File: config.mk
export PLATFORM = sky130hd
export DESIGN_NAME = f1_start_ctrl_flat
export DESIGN_NICKNAME = d
export VERILOG_FILES = /design/src/rtl/f1_pkg.sv /design/src/rtl/f1_start_ctrl_if.sv /design/src/rtl/f1_delay_lfsr.sv /design/src/rtl/f1_start_ctrl.sv /design/src/flat_wrapper.sv
export SDC_FILE = /design/constraint.sdc
export NUM_CORES = 1
export LEC_CHECK = 0
export CAP_MARGIN = 15
export CORE_AREA = 5 5 77 79
export CTS_CLUSTER_DIAMETER = 120
export DETAILED_ROUTE_END_ITERATION = 10
export DIE_AREA = 0 0 82 84
export GPL_TIMING_DRIVEN = 0
export PLACE_DENSITY = 0.41
export SLEW_MARGIN = 20
export SYNTH_ARGS = -nofsm -noshare
export SYNTH_HDL_FRONTEND = slang
export SYNTH_SLANG_ARGS = --single-unit
File: constraint.sdc
create_clock -name clk -period 2.07 [get_ports clk]
set_input_delay 0.3105 -clock clk [delete_from_list [all_inputs] [get_ports clk]]
set_output_delay 0.3105 -clock clk [all_outputs]
set_load 0.005 [all_outputs]
File: src/rtl/f1_pkg.sv
// rtl/f1_pkg.sv - shared types and constants for the F1 start-gantry sequencer
// Contents:
//   f1_state_t  sequencer states (REACT only reachable with F1_REACTION_TIMER_EN)
//   LFSR_SEED   reset value of the hold-delay LFSR (must be non-zero)
package f1_pkg;

  typedef enum logic [2:0] {IDLE, COUNT, HOLD, REACT} f1_state_t;

  localparam int LFSR_SEED = 1;

endpackage

File: src/rtl/f1_start_ctrl_if.sv
// rtl/f1_start_ctrl_if.sv - control/lamp bundle between gantry sequencer and top-level logic
// Signals:
//   trigger, abort           start request / cancel            (master -> slave)
//   data_out[N_LIGHTS]       lamp pattern                      (slave -> master)
//   lights_out               1-cycle pulse when lamps go dark  (slave -> master)
//   busy                     sequencer not idle                (slave -> master)
//   F1_REACTION_TIMER_EN adds btn (master -> slave) and react_time[16],
//   react_valid, false_start (slave -> master).
interface f1_start_ctrl_if #(
  parameter int N_LIGHTS = 8
);

  logic                trigger;
  logic                abort;
  logic [N_LIGHTS-1:0] data_out;
  logic                lights_out;
  logic                busy;
`ifdef F1_REACTION_TIMER_EN
  logic                btn;
  logic [15:0]         react_time;
  logic                react_valid;
  logic                false_start;

  modport master (
    output trigger, abort, btn,
    input  data_out, lights_out, busy, react_time, react_valid, false_start
  );

  modport slave (
    input  trigger, abort, btn,
    output data_out, lights_out, busy, react_time, react_valid, false_start
  );
`else
  modport master (
    output trigger, abort,
    input  data_out, lights_out, busy
  );

  modport slave (
    input  trigger, abort,
    output data_out, lights_out, busy
  );
`endif

endinterface

File: src/rtl/f1_delay_lfsr.sv
// rtl/f1_delay_lfsr.sv - free-running Fibonacci LFSR supplying the random hold delay
// Ports:
//   clk  in          clock
//   rst  in          synchronous active-high reset, loads LFSR_SEED
//   rnd  out [RND_W] current LFSR state, never zero
module f1_delay_lfsr
  import f1_pkg::*;
#(
  parameter int RND_W = 7
) (
  input  logic             clk,
  input  logic             rst,
  output logic [RND_W-1:0] rnd
);

  // Taps on the two top bits; a non-zero seed keeps the state out of the
  // all-zero lock-up value.
  always_ff @(posedge clk) begin
    if (rst) begin
      rnd <= RND_W'(LFSR_SEED);
    end else begin
      rnd <= {rnd[RND_W-2:0], rnd[RND_W-1] ^ rnd[RND_W-2]};
    end
  end

endmodule

File: src/rtl/f1_start_ctrl.sv
// rtl/f1_start_ctrl.sv - abortable race-start sequencer for the F1 lamp gantry
// Lights one lamp per tick, holds all lamps for a random 1..2^RND_W-1 ticks,
// then extinguishes them with a one-cycle lights_out pulse.
// Optional feature macro: F1_REACTION_TIMER_EN (REACT state, btn input,
// reaction-time / false-start reporting).
// Ports:
//   clk  in   clock
//   rst  in   synchronous active-high reset
//   bus  slave modport of f1_start_ctrl_if (trigger, abort, data_out,
//        lights_out, busy, plus reaction-timer signals when enabled)
module f1_start_ctrl
  import f1_pkg::*;
#(
  parameter int TICK_DIV = 4,
  parameter int N_LIGHTS = 8,
  parameter int RND_W    = 7
) (
  input  logic             clk,
  input  logic             rst,
  f1_start_ctrl_if.slave   bus
);

  localparam int TC_W = $clog2(TICK_DIV);

  f1_state_t           state_q, state_n;
  logic [TC_W-1:0]     tc_q, tc_n;
  logic [N_LIGHTS-1:0] lamps_q, lamps_n;
  logic [RND_W-1:0]    dly_q, dly_n;
  logic                lights_q, lights_n;
  logic                busy_q;
  logic [RND_W-1:0]    rnd;
  logic                tick;
`ifdef F1_REACTION_TIMER_EN
  logic [15:0]         rc_q, rc_n;
  logic [15:0]         rtime_q, rtime_n;
  logic                rvalid_q, rvalid_n;
  logic                fstart_q, fstart_n;
`endif

  f1_delay_lfsr #(.RND_W(RND_W)) u_lfsr (
    .clk (clk),
    .rst (rst),
    .rnd (rnd)
  );

  assign tick = (tc_q == TC_W'(TICK_DIV - 1));

  always_comb begin
    state_n  = state_q;
    tc_n     = tc_q;
    lamps_n  = lamps_q;
    dly_n    = dly_q;
    lights_n = 1'b0;
`ifdef F1_REACTION_TIMER_EN
    rc_n     = rc_q;
    rtime_n  = rtime_q;
    rvalid_n = 1'b0;
    fstart_n = 1'b0;
`endif
    if (bus.abort) begin
      state_n = IDLE;
      tc_n    = '0;
      lamps_n = '0;
    end
`ifdef F1_REACTION_TIMER_EN
    else if (bus.btn && (state_q == COUNT || state_q == HOLD)) begin
      fstart_n = 1'b1;
      state_n  = IDLE;
      tc_n     = '0;
      lamps_n  = '0;
    end
`endif
    else begin
      case (state_q)
        IDLE: begin
          lamps_n = '0;
          if (bus.trigger) begin
            state_n = COUNT;
            tc_n    = '0;
          end
        end
        COUNT: begin
          tc_n = tick ? '0 : tc_q + TC_W'(1);
          if (tick) begin
            lamps_n = {lamps_q[N_LIGHTS-2:0], 1'b1};
            // Lower lamps all lit means this shift completes the gantry.
            if (&lamps_q[N_LIGHTS-2:0]) begin
              state_n = HOLD;
              dly_n   = rnd;
              tc_n    = '0;
            end
          end
        end
        HOLD: begin
          tc_n = tick ? '0 : tc_q + TC_W'(1);
          if (tick) begin
            if (dly_q == RND_W'(1)) begin
              lamps_n  = '0;
              lights_n = 1'b1;
              tc_n     = '0;
`ifdef F1_REACTION_TIMER_EN
              state_n  = REACT;
              rc_n     = '0;
`else
              state_n  = IDLE;
`endif
            end else begin
              dly_n = dly_q - RND_W'(1);
            end
          end
        end
`ifdef F1_REACTION_TIMER_EN
        REACT: begin
          rc_n = (rc_q == 16'hFFFF) ? rc_q : rc_q + 16'd1;
          if (bus.btn) begin
            rtime_n  = rc_q;
            rvalid_n = 1'b1;
            state_n  = IDLE;
          end
        end
`endif
        default: begin
          state_n = IDLE;
          lamps_n = '0;
        end
      endcase
    end
  end

  always_ff @(posedge clk) begin
    if (rst) begin
      state_q  <= IDLE;
      tc_q     <= '0;
      lamps_q  <= '0;
      dly_q    <= '0;
      lights_q <= 1'b0;
      busy_q   <= 1'b0;
`ifdef F1_REACTION_TIMER_EN
      rc_q     <= '0;
      rtime_q  <= '0;
      rvalid_q <= 1'b0;
      fstart_q <= 1'b0;
`endif
    end else begin
      state_q  <= state_n;
      tc_q     <= tc_n;
      lamps_q  <= lamps_n;
      dly_q    <= dly_n;
      lights_q <= lights_n;
      busy_q   <= (state_n != IDLE);
`ifdef F1_REACTION_TIMER_EN
      rc_q     <= rc_n;
      rtime_q  <= rtime_n;
      rvalid_q <= rvalid_n;
      fstart_q <= fstart_n;
`endif
    end
  end

  assign bus.data_out   = lamps_q;
  assign bus.lights_out = lights_q;
  assign bus.busy       = busy_q;
`ifdef F1_REACTION_TIMER_EN
  assign bus.react_time  = rtime_q;
  assign bus.react_valid = rvalid_q;
  assign bus.false_start = fstart_q;
`endif

endmodule

File: src/flat_wrapper.sv
// flat-port wrapper written by rule: the top's interface ports become plain ports
module f1_start_ctrl_flat import f1_pkg::*;
#(
  parameter int TICK_DIV = 4,
  parameter int N_LIGHTS = 8,
  parameter int RND_W    = 7
)
  (clk, rst, bus_trigger, bus_abort, bus_data_out, bus_lights_out, bus_busy);
  f1_start_ctrl_if #(.N_LIGHTS(N_LIGHTS)) bus_i ();
  input  logic clk;
  input  logic rst;
  input wire logic [$bits(bus_i.trigger)-1:0] bus_trigger;
  input wire logic [$bits(bus_i.abort)-1:0] bus_abort;
  output wire logic [$bits(bus_i.data_out)-1:0] bus_data_out;
  output wire logic [$bits(bus_i.lights_out)-1:0] bus_lights_out;
  output wire logic [$bits(bus_i.busy)-1:0] bus_busy;
  assign bus_i.trigger = bus_trigger;
  assign bus_i.abort = bus_abort;
  assign bus_data_out = bus_i.data_out;
  assign bus_lights_out = bus_i.lights_out;
  assign bus_busy = bus_i.busy;
  f1_start_ctrl #(.TICK_DIV(TICK_DIV), .N_LIGHTS(N_LIGHTS), .RND_W(RND_W)) u_core (.clk(clk), .rst(rst), .bus(bus_i));
endmodule
After elaboration in Yosys (flattened, before gate mapping):

Index checks and enable logic that the tools add are counted.

* register bits after elaboration: 29
* bits of input ports: 4
* output and inout bits: 10

* add/sub/neg operators: 2
* eq/ne operators: 10
* mux-type cells: 24
* bitwise operators: 4
* reductions and logical operators: 10

Operators with widths (count)
* $mux W7: 4
* $mux W8: 3
* $mux W3: 6
* $pmux W8 S2: 1
* $pmux W7 S2: 1
* $mux W2: 6
* $pmux W3 S3: 1
* $ne A2 B1 Y1 const B: 4
* $eq A7 B1 Y1 const B: 1
* $reduce_and A7 Y1: 1
* $sub A7 B1 Y7 const B: 1
* $pmux W2 S3: 1
* $reduce_and A6 Y1: 1
* $reduce_bool A3 Y1: 2
* $ne A2 B2 Y1 const B: 2
* $reduce_or A4 Y1: 1
* $eq A3 B1 Y1 const B: 1
* $eq A3 B2 Y1 const B: 1
* $logic_not A3 Y1: 1
* $not A1 Y1: 3
* $reduce_and A3 Y1: 1
* $add A2 B1 Y2 const B: 1
* $eq A2 B2 Y1 const B: 1
* $reduce_and A2 Y1: 1
* other kinds (4): 4

Depth between registers and ports, before layout:

Gate-level depths: netlist of run 1.

* depth in word-level cells: 6
* gate-level depth with buffers: 7

Modules after synthesis:

From an unflattened synthesis of run 1, not the netlist that was laid out.

* cells, all modules: 154
* area, all modules: 1463.9 sq um

By module, submodules not included
* f1_start_ctrl: times used 1, cells each 139, area an instance 1271.2 sq um, seq. area each 440.4 sq um
* f1_delay_lfsr: times used 1, cells each 15, area an instance 192.7 sq um, seq. area each 140.1 sq um

Worst setup path before layout of run 1:

OpenSTA, ideal clock, no wires.

* path kind: register to register
* start: reg u_core.tc_q[0]
* end: reg u_core.dly_q[1]
* arrival time: 1.681 ns
* setup slack: 0.267 ns
* cell stages (with the launch flop): 8
* buffers on the path: 2
* path through: dfxtp_1 ha_1 nand2b_1 or2_1 buf_6 or2_0 buf_2 o311a_1

* cells in the longest elaborated chain, start to end: 3
* elaborated cells between the ends (all ways): 4
* classes of those cells: eq/ne: 3; reduce/logical: 1

RTL lines
* start, declared: line f1_start_ctrl.sv:26 `logic [TC_W-1:0] tc_q, tc_n;`
* start signal, assigned: line f1_start_ctrl.sv:146 `tc_q <= tc_n;`
* $eq A2 B2 Y1 *: line f1_start_ctrl.sv:46 `assign tick = (tc_q == TC_W'(TICK_DIV - 1));`
* $ne A2 B1 Y1 (no line)
* $reduce_and A6 Y1 (no line) *
* end signal, assigned: line f1_start_ctrl.sv:148 `dly_q <= dly_n;`
* end, declared: line f1_start_ctrl.sv:28 `logic [RND_W-1:0] dly_q, dly_n;`

Every way passes the cells marked *; elsewhere a longest branch is shown, timed or not.
A chain may end at the register's enable or synchronous reset.

Worst setup path in the final report of run 1:

Ends and elaborated chain as after synthesis.

==> results.sh, run 1 <==
export IMPL_seq_area_frac_synth=0.431
export IMPL_ys_flop_type="dfxtp_1"
export IMPL_ys_warnings_count=0
export IMPL_period_share=0.934
export IMPL_required_ns=2.23
export IMPL_syn_nets=153
export IMPL_worstSetupPathType="register to register"
export IMPL_clockRootBuffer="clkbuf_8"
export IMPL_critPathMaxFanout=8
export IMPL_first_iter_violations=58
export IMPL_maxSlewViolCount=0
export IMPL_finalCriticalPeriod_ns=1.93
export IMPL_fp_dieW_um=82
export IMPL_p_leak_uw=0.000557
export IMPL_via_count=1163
export IMPL_dp_hpwl_um=2380
export IMPL_place_inst=231
export IMPL_fin_cells=238
export IMPL_status="finished clean"
export IMPL_setup_viol=0
export IMPL_rsz0062_at_grt="no"
export IMPL_grt_pass1_wl_um=5380
export IMPL_async_reset_ff_frac=0
export IMPL_clock_sinks=29
export IMPL_tightestPinTransition_ns=0.860
export IMPL_grt_ovfl_total=0
export IMPL_hold_buffers=0
export IMPL_yosysTopAreaCellShare=0.431
export IMPL_finalClockSkew_ns=0.00361
export IMPL_power_frac_seq=0.532
export IMPL_synth_most_common_cell="dfxtp_1"
export IMPL_grt_pass1_vias=1111
export IMPL_nets=173
export IMPL_clk_path_buf_depth=2
export IMPL_max_slew_margin_rel=0.423
export IMPL_max_freq_mhz=517
export IMPL_worst_slack_ns=0.138
export IMPL_ys_seq_elements=29
export IMPL_p_int_uw=846
export IMPL_combPwrFrac=0.035
export IMPL_wl_per_cell_um=13.7
export IMPL_drt_vias_per_instance=4.89
export IMPL_initial_core_util=0.256
export IMPL_drive_gt1_frac=0.114
export IMPL_finalWeightedCongestion=0.743
export IMPL_syn_area_um2=1350
export IMPL_clockPowerShare=0.432
export IMPL_synth_edff_count=0
export IMPL_synth_area_per_cell_um2=9.23
export IMPL_clock_latency_ns=0.27
export IMPL_dieArea_um2=6890
export IMPL_io_pins=14
export IMPL_drc_errors=0
export IMPL_synth_cell_types=52
export IMPL_grt_max_degree=11
export IMPL_h_tree_depth=2
export IMPL_report_power_total_uw=1070
export IMPL_start_kind="register"
export IMPL_antenna_found_initial=0
export IMPL_cts_made_buffers=5
export IMPL_synthCells=146
export IMPL_swShare=0.211
export IMPL_die_y_um=84
export IMPL_hold_class="register to register"
export IMPL_clkTransAtPathRegs_ns=0.06
export IMPL_hold_viol_final=0
export IMPL_max_vdd_ir_drop_v=0.000173
export IMPL_switching_power_uw=226
export IMPL_worstPathArrival_ns=2.09
export IMPL_cp_end_kind="register"
export IMPL_cts_tree="built"
export IMPL_core_area_um2=5270
export IMPL_rows=27
export IMPL_track_usage=0.101
export IMPL_powerDensity_nw_per_um2=647
export IMPL_wl_um=3250
export IMPL_yosysTopAreaCell="dfxtp_1"
export IMPL_place_ws_ns=-0.0633
export IMPL_max_cap_violations=0
export IMPL_r2r_slack_ns=0.14
export IMPL_antennaDiodeCount=0
export IMPL_synthTopCellsByArea="dfxtp_1 (43%), a22o_1 (4.5%), nor2_1 (3.9%)"
export IMPL_ant_nets=0
export IMPL_area_delta_synth_final_pct=22.9
export IMPL_first_pass_iters=4
export IMPL_io_buffers=13
export IMPL_yosys_top_cells_count="dfxtp_1 (29), nor2_1 (14), nand2_1 (8), nor3_1 (8), a22o_1 (7)"
==> final timing paths <==
check                         endpoint  cells past startpoint                 start
hold reg to reg   u_core.u_lfsr.rnd[1]                      1  u_core.u_lfsr.rnd[0]
hold / removal    u_core.u_lfsr.rnd[1]                      1  u_core.u_lfsr.rnd[0]
setup / recovery       u_core.dly_q[1]                      7        u_core.tc_q[0]
setup reg to reg       u_core.dly_q[1]                      7        u_core.tc_q[0]
==> cell usage in the layout, fill, tap and decap left out, types with 2 or more instances in the layout <==
cell type        Yosys  routed
dfxtp_1             29      29
nor2_1              14      14
clkdlybuf4s50_1      0      13
nor3_1               8       8
nand2_1              8       8
a22o_1               7       7
nor2b_1              6       6
clkbuf_8             0       6
o21ai_0              5       5
inv_1                4       4
o31ai_1              4       4
a22oi_1              4       4
buf_2                3       3
a21oi_1              3       3
nand2b_1             2       2
nor3b_1              2       2
a31oi_1              2       2
nand4_1              2       2
nor4_1               2       2
o21a_1               2       2
clkbuf_1             1       2
o311ai_0             2       2
o32ai_1              2       2
a211o_1              2       2
ha_1                 3       2
==> kinds of logic after synthesis <==
logic type / synth area share
xor+xnor: 0.00650
simple gates: 0.232
flops: 0.431
buf+inv: 0.0418
fa+ha+maj: 0.0279
other cells: 0.00278
mux: 0.0158
compound gates: 0.242
==> per-layer routing <==
layer,GRT usage,part of all wire,vias to the layer above
met4,0.0408,0.0095,0
met2,0.148,0.47,20
li1,-,-,583
met5,0,0,-
met1,0.135,0.48,558
met3,0.0313,0.041,2
==> state kept, by name, indices dropped and copies added, names as in the netlist <==
| register | count |
|---|---|
| u_core.tc_q | 2 |
| u_core.u_lfsr.rnd | 7 |
| u_core.state_q | 3 |
| u_core.bus.busy | 1 |
| u_core.bus.data_out | 8 |
| u_core.bus.lights_out | 1 |
| u_core.dly_q | 7 |
==> timing repair <==
action,4_1_cts,5_1_grt
endpoints found under the hold margin,0,0
buffers inserted,0,0
resized for setup,0,1
setup endpoints to repair,0,2
==> worst max-delay path: stages (launching register included) <==
cell	delay, ns
dfxtp_1	0.34
ha_2	0.27
nand2b_1	0.11
or2_1	0.23
buf_6	0.14
or2_0	0.20
buf_2	0.17
o311a_1	0.36
==> per-stage QoR <==
step	instance area (µm²)	util	setup TNS (ns)	hold slack, ns
2_1_floorplan	1350	-	0	0.411
3_3_place_gp	1570	0.297	-0.485	0.462
3_5_place_dp	1570	0.297	-0.392	0.463
4_1_cts	1650	0.314	0	0.467
5_1_grt	1660	0.314	0	0.486
6_report	1660	0.314	0	0.472
==> cell type report <==
class / count / area (µm²)
sequential: 29 / 581
buffer: 6 / 37.5
clock buffer: 7 / 86.3
inverter: 5 / 18.8
timing repair buffer: 13 / 130
multi-input combinational: 106 / 713
fill: 571 / 3610
tap: 72 / 90.1
==> power by group through the flow <==
stage	Combinational [µW]	Clock (µW)	Sequential, µW
6_report	38.0	463	571
5_1_grt	42.6	511	571
4_1_cts	38.2	482	571
3_5_place_dp	38.0	0	583
3_3_place_gp	37.7	0	583
2_1_floorplan	23.2	0	581
Note: power is estimated with default switching activity, not from simulation.
==> run 2, diff against run 1 <==
--- a/config.mk
+++ b/config.mk
@@ -5,14 +5,13 @@
 export SDC_FILE = /design/constraint.sdc
 export NUM_CORES = 1
 export LEC_CHECK = 0
-export CAP_MARGIN = 15
 export CORE_AREA = 5 5 77 79
 export CTS_CLUSTER_DIAMETER = 120
 export DETAILED_ROUTE_END_ITERATION = 10
 export DIE_AREA = 0 0 82 84
 export GPL_TIMING_DRIVEN = 0
 export PLACE_DENSITY = 0.41
-export SLEW_MARGIN = 20
+export REMOVE_ABC_BUFFERS = 1
 export SYNTH_ARGS = -nofsm -noshare
 export SYNTH_HDL_FRONTEND = slang
 export SYNTH_SLANG_ARGS = --single-unit
==> results.sh, run 2 (synthesized netlist as in run 1, its figures left out) <==
export IMPL_die_y_um=84
export IMPL_rsz0062_at_grt="no"
export IMPL_initial_core_util=0.256
export IMPL_final_cell_area_um2=1640
export IMPL_via_count=1130
export IMPL_cp_end_kind="register"
export IMPL_grt_pass1_wl_um=5750
export IMPL_timing_rr_end="u_core.dly_q[1]"
export IMPL_crit_start="u_core.tc_q[0]"
export IMPL_finalWeightedCongestion=0.796
export IMPL_first_iter_violations=96
export IMPL_period_share=0.941
export IMPL_setup_viol=0
export IMPL_nFillCells=558
export IMPL_multi_input_area_um2=718
export IMPL_hold_viol_final=0
export IMPL_clk_path_buf_depth=2
export IMPL_layout_commonest_cell="dfxtp_1"
export IMPL_dpl_cell_area_um2=1530
export IMPL_worstPathArrival_ns=2.11
export IMPL_max_slew_margin_rel=0.592
export IMPL_rows=27
export IMPL_hold_class="register to register"
export IMPL_finalClockSkew_ns=0.00675
export IMPL_worst_path_max_delay_cell="o311a_1"
export IMPL_crit_top_cell="or2_1"
export IMPL_cts_tree="built"
export IMPL_dieArea_um2=6890
export IMPL_clockRootBuffer="clkbuf_8"
export IMPL_cp_depth=5
export IMPL_max_freq_mhz=513
export IMPL_clock_sinks=29
export IMPL_crit_buf_inv=0
export IMPL_final_cell_mix="dfxtp_1 (29), nor2_1 (14), clkdlybuf4s50_1 (13)"
export IMPL_worstPathCellList="ha_2 -> nand2b_1 -> or2_1 -> or2_1 -> o311a_1"
export IMPL_core_area_um2=5270
export IMPL_tightestPinTransition_ns=0.610
export IMPL_cts_setup_buffers=0
export IMPL_clock_latency_ns=0.28
export IMPL_drive_gt1_frac=0.106
export IMPL_maxSlewViolCount=0
export IMPL_antenna_found_initial=0
export IMPL_grt_ovfl_total=0
export IMPL_r2r_slack_ns=0.12
export IMPL_first_pass_iters=4
export IMPL_track_usage=0.108
export IMPL_required_ns=2.23
export IMPL_cts_made_buffers=5
export IMPL_h_tree_depth=2
export IMPL_worst_slack_ns=0.122
export IMPL_cp_top_family="simple AND/OR/NAND/NOR gates"
export IMPL_dp_hpwl_um=2430
export IMPL_ant_nets=0
export IMPL_place_ws_ns=-0.271
export IMPL_max_cap_violations=0
export IMPL_start_kind="register"
export IMPL_max_vdd_ir_drop_v=0.000237
export IMPL_nets=167
export IMPL_grt_max_degree=15
export IMPL_status="finished clean"
export IMPL_io_pins=14
export IMPL_r2r_start="u_core.tc_q[0]"
export IMPL_drt_vias_per_instance=4.85
export IMPL_finalCriticalPeriod_ns=1.95
export IMPL_powerDensity_nw_per_um2=688
export IMPL_drc_errors=0
export IMPL_wl_per_cell_um=14.1
export IMPL_io_buffers=13
export IMPL_clkTransAtPathRegs_ns=0.07
export IMPL_fp_dieW_um=82
export IMPL_area_delta_synth_final_pct=21.6
export IMPL_worstSetupPathType="register to register"
export IMPL_critPathMaxFanout=8
export IMPL_holdWs_ns=0.464
export IMPL_report_power_total_uw=1130
export IMPL_largest_reg_flops=8
export IMPL_critPathMaxStageDelay_ns=0.39
export IMPL_critPathCapture="u_core.dly_q[1]"
export IMPL_antennaDiodeCount=0
export IMPL_wl_um=3290
export IMPL_grt_pass1_vias=1116
export IMPL_ff2ff_path_depth=5
export IMPL_p_leak_uw=0.000548
export IMPL_final_seq_area_um2=581
[run 2: what timing repair did]
action | 4_1_cts | 5_1_grt
hold buffers | 0 | 0
resized for setup | 1 | 2
endpoints found under the setup margin | 1 | 8
[run 2: power by group]
group	switching [µW]	internal, µW
sequential	6.52	565
clock	220	300
combinational	20.0	16.3
[run 2: worst min-delay path by stage]
stage                         start              endpoint  cells past startpoint  slack [ns]
6_report       u_core.u_lfsr.rnd[0]  u_core.u_lfsr.rnd[1]                      1        0.46
5_1_grt        u_core.u_lfsr.rnd[0]  u_core.u_lfsr.rnd[1]                      1        0.47
4_1_cts        u_core.u_lfsr.rnd[0]  u_core.u_lfsr.rnd[1]                      1        0.47
3_5_place_dp   u_core.u_lfsr.rnd[0]  u_core.u_lfsr.rnd[1]                      1        0.46
3_3_place_gp   u_core.u_lfsr.rnd[0]  u_core.u_lfsr.rnd[1]                      1        0.46
2_1_floorplan                   rst  u_core.u_lfsr.rnd[1]                      1        0.38
[run 2: final cells by class]
class,instances,area share
repair buffers,13,0.0794
flip-flops and latches,29,0.354
multi-input cells,106,0.438
clock buffers,7,0.0588
well taps,72,0.0550
inverters,5,0.0115
clock inverters,1,0.00305
[run 2: worst register-to-register path: stages, from the launching register on]
cell      delay (ns)
dfxtp_1         0.35
ha_2            0.28
nand2b_1        0.11
or2_1           0.32
or2_1           0.38
o311a_1         0.39
[run 2: stage by stage]
step	utilization	std cells	setup TNS [ns]
after floorplan	-	140	0
after global placement	0.290	225	-2.21
after detailed placement	0.290	225	-1.85
after CTS	0.310	233	0
after global routing	0.311	233	0
final	0.311	233	0
[run 2: metal layers]
layer  vias up  track usage  wire length [µm]
met5         -            0                 0
met4         0       0.0514                70
met3         8       0.0335                98
met2        18        0.156              1480
met1       532        0.144              1640
li1        572            -                 -
==> run 3, diff against run 2 <==
--- a/config.mk
+++ b/config.mk
@@ -5,13 +5,14 @@
 export SDC_FILE = /design/constraint.sdc
 export NUM_CORES = 1
 export LEC_CHECK = 0
-export CORE_AREA = 5 5 77 79
+export CORE_AREA = 5 5 80 82
 export CTS_CLUSTER_DIAMETER = 120
 export DETAILED_ROUTE_END_ITERATION = 10
-export DIE_AREA = 0 0 82 84
+export DIE_AREA = 0 0 85 87
 export GPL_TIMING_DRIVEN = 0
 export PLACE_DENSITY = 0.41
 export REMOVE_ABC_BUFFERS = 1
 export SYNTH_ARGS = -nofsm -noshare
 export SYNTH_HDL_FRONTEND = slang
+export SYNTH_HIERARCHICAL = 1
 export SYNTH_SLANG_ARGS = --single-unit
==> results.sh, run 3 <==
export IMPL_ys_seq_elements=29
export IMPL_io_pins=14
export IMPL_antennaDiodeCount=0
export IMPL_yosys_top_cells_count="dfxtp_1 (29), a21oi_1 (17), nand4_1 (10)"
export IMPL_dp_hpwl_um=2520
export IMPL_fp_dieW_um=85
export IMPL_hold_viol_final=0
export IMPL_track_usage=0.100
export IMPL_worstSetupPathType="register to register"
export IMPL_synth_cell_types=48
export IMPL_clkTransAtPathRegs_ns=0.06
export IMPL_nFillCells=625
export IMPL_final_cell_mix="dfxtp_1 (29), a21oi_1 (17), clkdlybuf4s50_1 (13)"
export IMPL_first_pass_iters=4
export IMPL_max_vdd_ir_drop_v=0.000242
export IMPL_grt_ovfl_total=0
export IMPL_dpl_cell_area_um2=1650
export IMPL_grt_max_degree=21
export IMPL_syn_area_um2=1460
export IMPL_dieArea_um2=7400
export IMPL_clk_path_buf_depth=2
export IMPL_clock_latency_ns=0.27
export IMPL_start_kind="register"
export IMPL_tightestPinTransition_ns=0.784
export IMPL_required_ns=2.25
export IMPL_hold_class="register to register"
export IMPL_cts_tree="built"
export IMPL_area_delta_synth_final_pct=18.5
export IMPL_setup_tns_final_ns=0
export IMPL_antenna_found_initial=0
export IMPL_layout_commonest_cell="dfxtp_1"
export IMPL_cts_made_buffers=5
export IMPL_ff2ff_path_depth=5
export IMPL_clock_sinks=29
export IMPL_core_area_um2=5680
export IMPL_rows=28
export IMPL_largest_reg_flops=8
export IMPL_rsz0062_at_grt="no"
export IMPL_r2r_start="u_core/tc_q[0]"
export IMPL_async_reset_ff_frac=0
export IMPL_fin_cells=243
export IMPL_first_iter_violations=62
export IMPL_synth_area_per_cell_um2=9.51
export IMPL_place_inst=235
export IMPL_h_tree_depth=2
export IMPL_setup_viol=0
export IMPL_finalClockSkew_ns=0.00238
export IMPL_via_count=1229
export IMPL_status="finished clean"
export IMPL_maxSlewViolCount=0
export IMPL_worstPathArrival_ns=2.16
export IMPL_yosysTopAreaCellShare=0.397
export IMPL_synth_most_common_cell="dfxtp_1"
export IMPL_cts_setup_buffers=0
export IMPL_wl_um=3610
export IMPL_ys_warnings_count=6
export IMPL_die_y_um=87
export IMPL_finalWeightedCongestion=0.728
export IMPL_seq_area_frac_synth=0.397
export IMPL_holdPathEnd="u_core/tc_q[1]"
export IMPL_clockRootBuffer="clkbuf_8"
export IMPL_drc_errors=0
export IMPL_synthTopCellsByArea="dfxtp_1 (40%), a21oi_1 (5.8%), o32ai_2 (4.4%)"
export IMPL_cp_end_kind="register"
export IMPL_timing_rr_end="u_core/dly_q[4]"
export IMPL_nets=174
export IMPL_io_buffers=13
export IMPL_r2r_slack_ns=0.1
export IMPL_ant_nets=0
export IMPL_max_freq_mhz=506
export IMPL_max_slew_margin_rel=0.476
export IMPL_grt_pass1_wl_um=5840
export IMPL_final_cell_area_um2=1740
export IMPL_p_leak_uw=0.000518
export IMPL_period_share=0.954
export IMPL_ys_flop_type="dfxtp_1"
export IMPL_drt_vias_per_instance=5.06
export IMPL_hold_depth=2
export IMPL_critPathMaxFanout=14
export IMPL_wl_per_cell_um=14.9
export IMPL_grt_pass1_vias=1218
export IMPL_drive_gt1_frac=0.149
export IMPL_powerDensity_nw_per_um2=600
export IMPL_finalCriticalPeriod_ns=1.97
export IMPL_max_cap_violations=0
export IMPL_synth_edff_count=0
export IMPL_worstHoldStart="u_core/tc_q[1]"
export IMPL_synthCells=154
export IMPL_yosysTopAreaCell="dfxtp_1"
export IMPL_multi_input_area_um2=840
export IMPL_initial_core_util=0.258
export IMPL_final_seq_area_um2=581
## run 3: cell families (layout without fill, tap and decap cells)
logic type,after synthesis,count (layout),share of synthesized area
other,1,1,0.00256
adders and majority gates,3,3,0.0256
and+or+nand+nor,60,60,0.262
AOI/OAI and AO/OA,48,48,0.257
muxes,2,2,0.0137
buffers and inverters,10,24,0.0359
xor gates and xnor gates,1,1,0.00598
DFF,29,29,0.397
## run 3: worst max-delay path by stage
stage	start	end	slack, ns	cells after the start
floorplan	u_core/dly_q[1]	u_core/dly_q[5]	0.36	6
global placement	rst	u_core/state_q[0]	-0.01	3
detailed placement	rst	u_core/state_q[0]	-0.06	3
CTS	u_core/tc_q[0]	u_core/dly_q[4]	0.13	5
global route	u_core/tc_q[0]	u_core/dly_q[4]	0.008	5
finish	u_core/tc_q[0]	u_core/dly_q[4]	0.1	5
## run 3: repair_timing
item | 4_1_cts | 5_1_grt
hold endpoints to repair | 0 | 0
resized for setup | 1 | 1
hold buffers | 0 | 0
setup endpoints to repair | 1 | 2
cloned | 0 | 0
## run 3: final cells by class
type / count / area share
flip-flops and latches: 29 / 0.335
inverters: 3 / 0.00649
repair buffers: 13 / 0.0750
well taps: 75 / 0.0541
multi-input cells: 115 / 0.484
clock buffers: 8 / 0.0461
## run 3: through the flow
stage / power [µW] / worst slack (ns) / hold slack, ns / utilization
2_1_floorplan: 598 / 0.362 / 0.375 / -
3_3_place_gp: 617 / -0.0124 / 0.455 / 0.290
3_5_place_dp: 618 / -0.0578 / 0.458 / 0.290
4_1_cts: 1060 / 0.133 / 0.469 / 0.305
5_1_grt: 1100 / 0.00753 / 0.490 / 0.306
6_report: 1040 / 0.0951 / 0.465 / 0.306
## run 3: critical path: stages (launching register included)
cell     delay, ns
dfxtp_1       0.35
ha_2          0.35
and4_1        0.25
nand4_1       0.39
a221o_1       0.49
o31ai_2       0.06
## run 3: power breakdown
| part | internal, µW | switching, µW |
|---|---|---|
| clock | 238 | 199 |
| combinational | 14.1 | 19.0 |
| sequential | 565 | 6.88 |
## run 3: metal layers
layer	part of all wire	wire (µm)	vias up	GRT usage
met5	0	0	-	0
met2	0.45	1640	30	0.159
met3	0.037	133	4	0.0322
met4	0.010	37	0	0.0331
met1	0.50	1800	588	0.129
li1	-	-	607	-
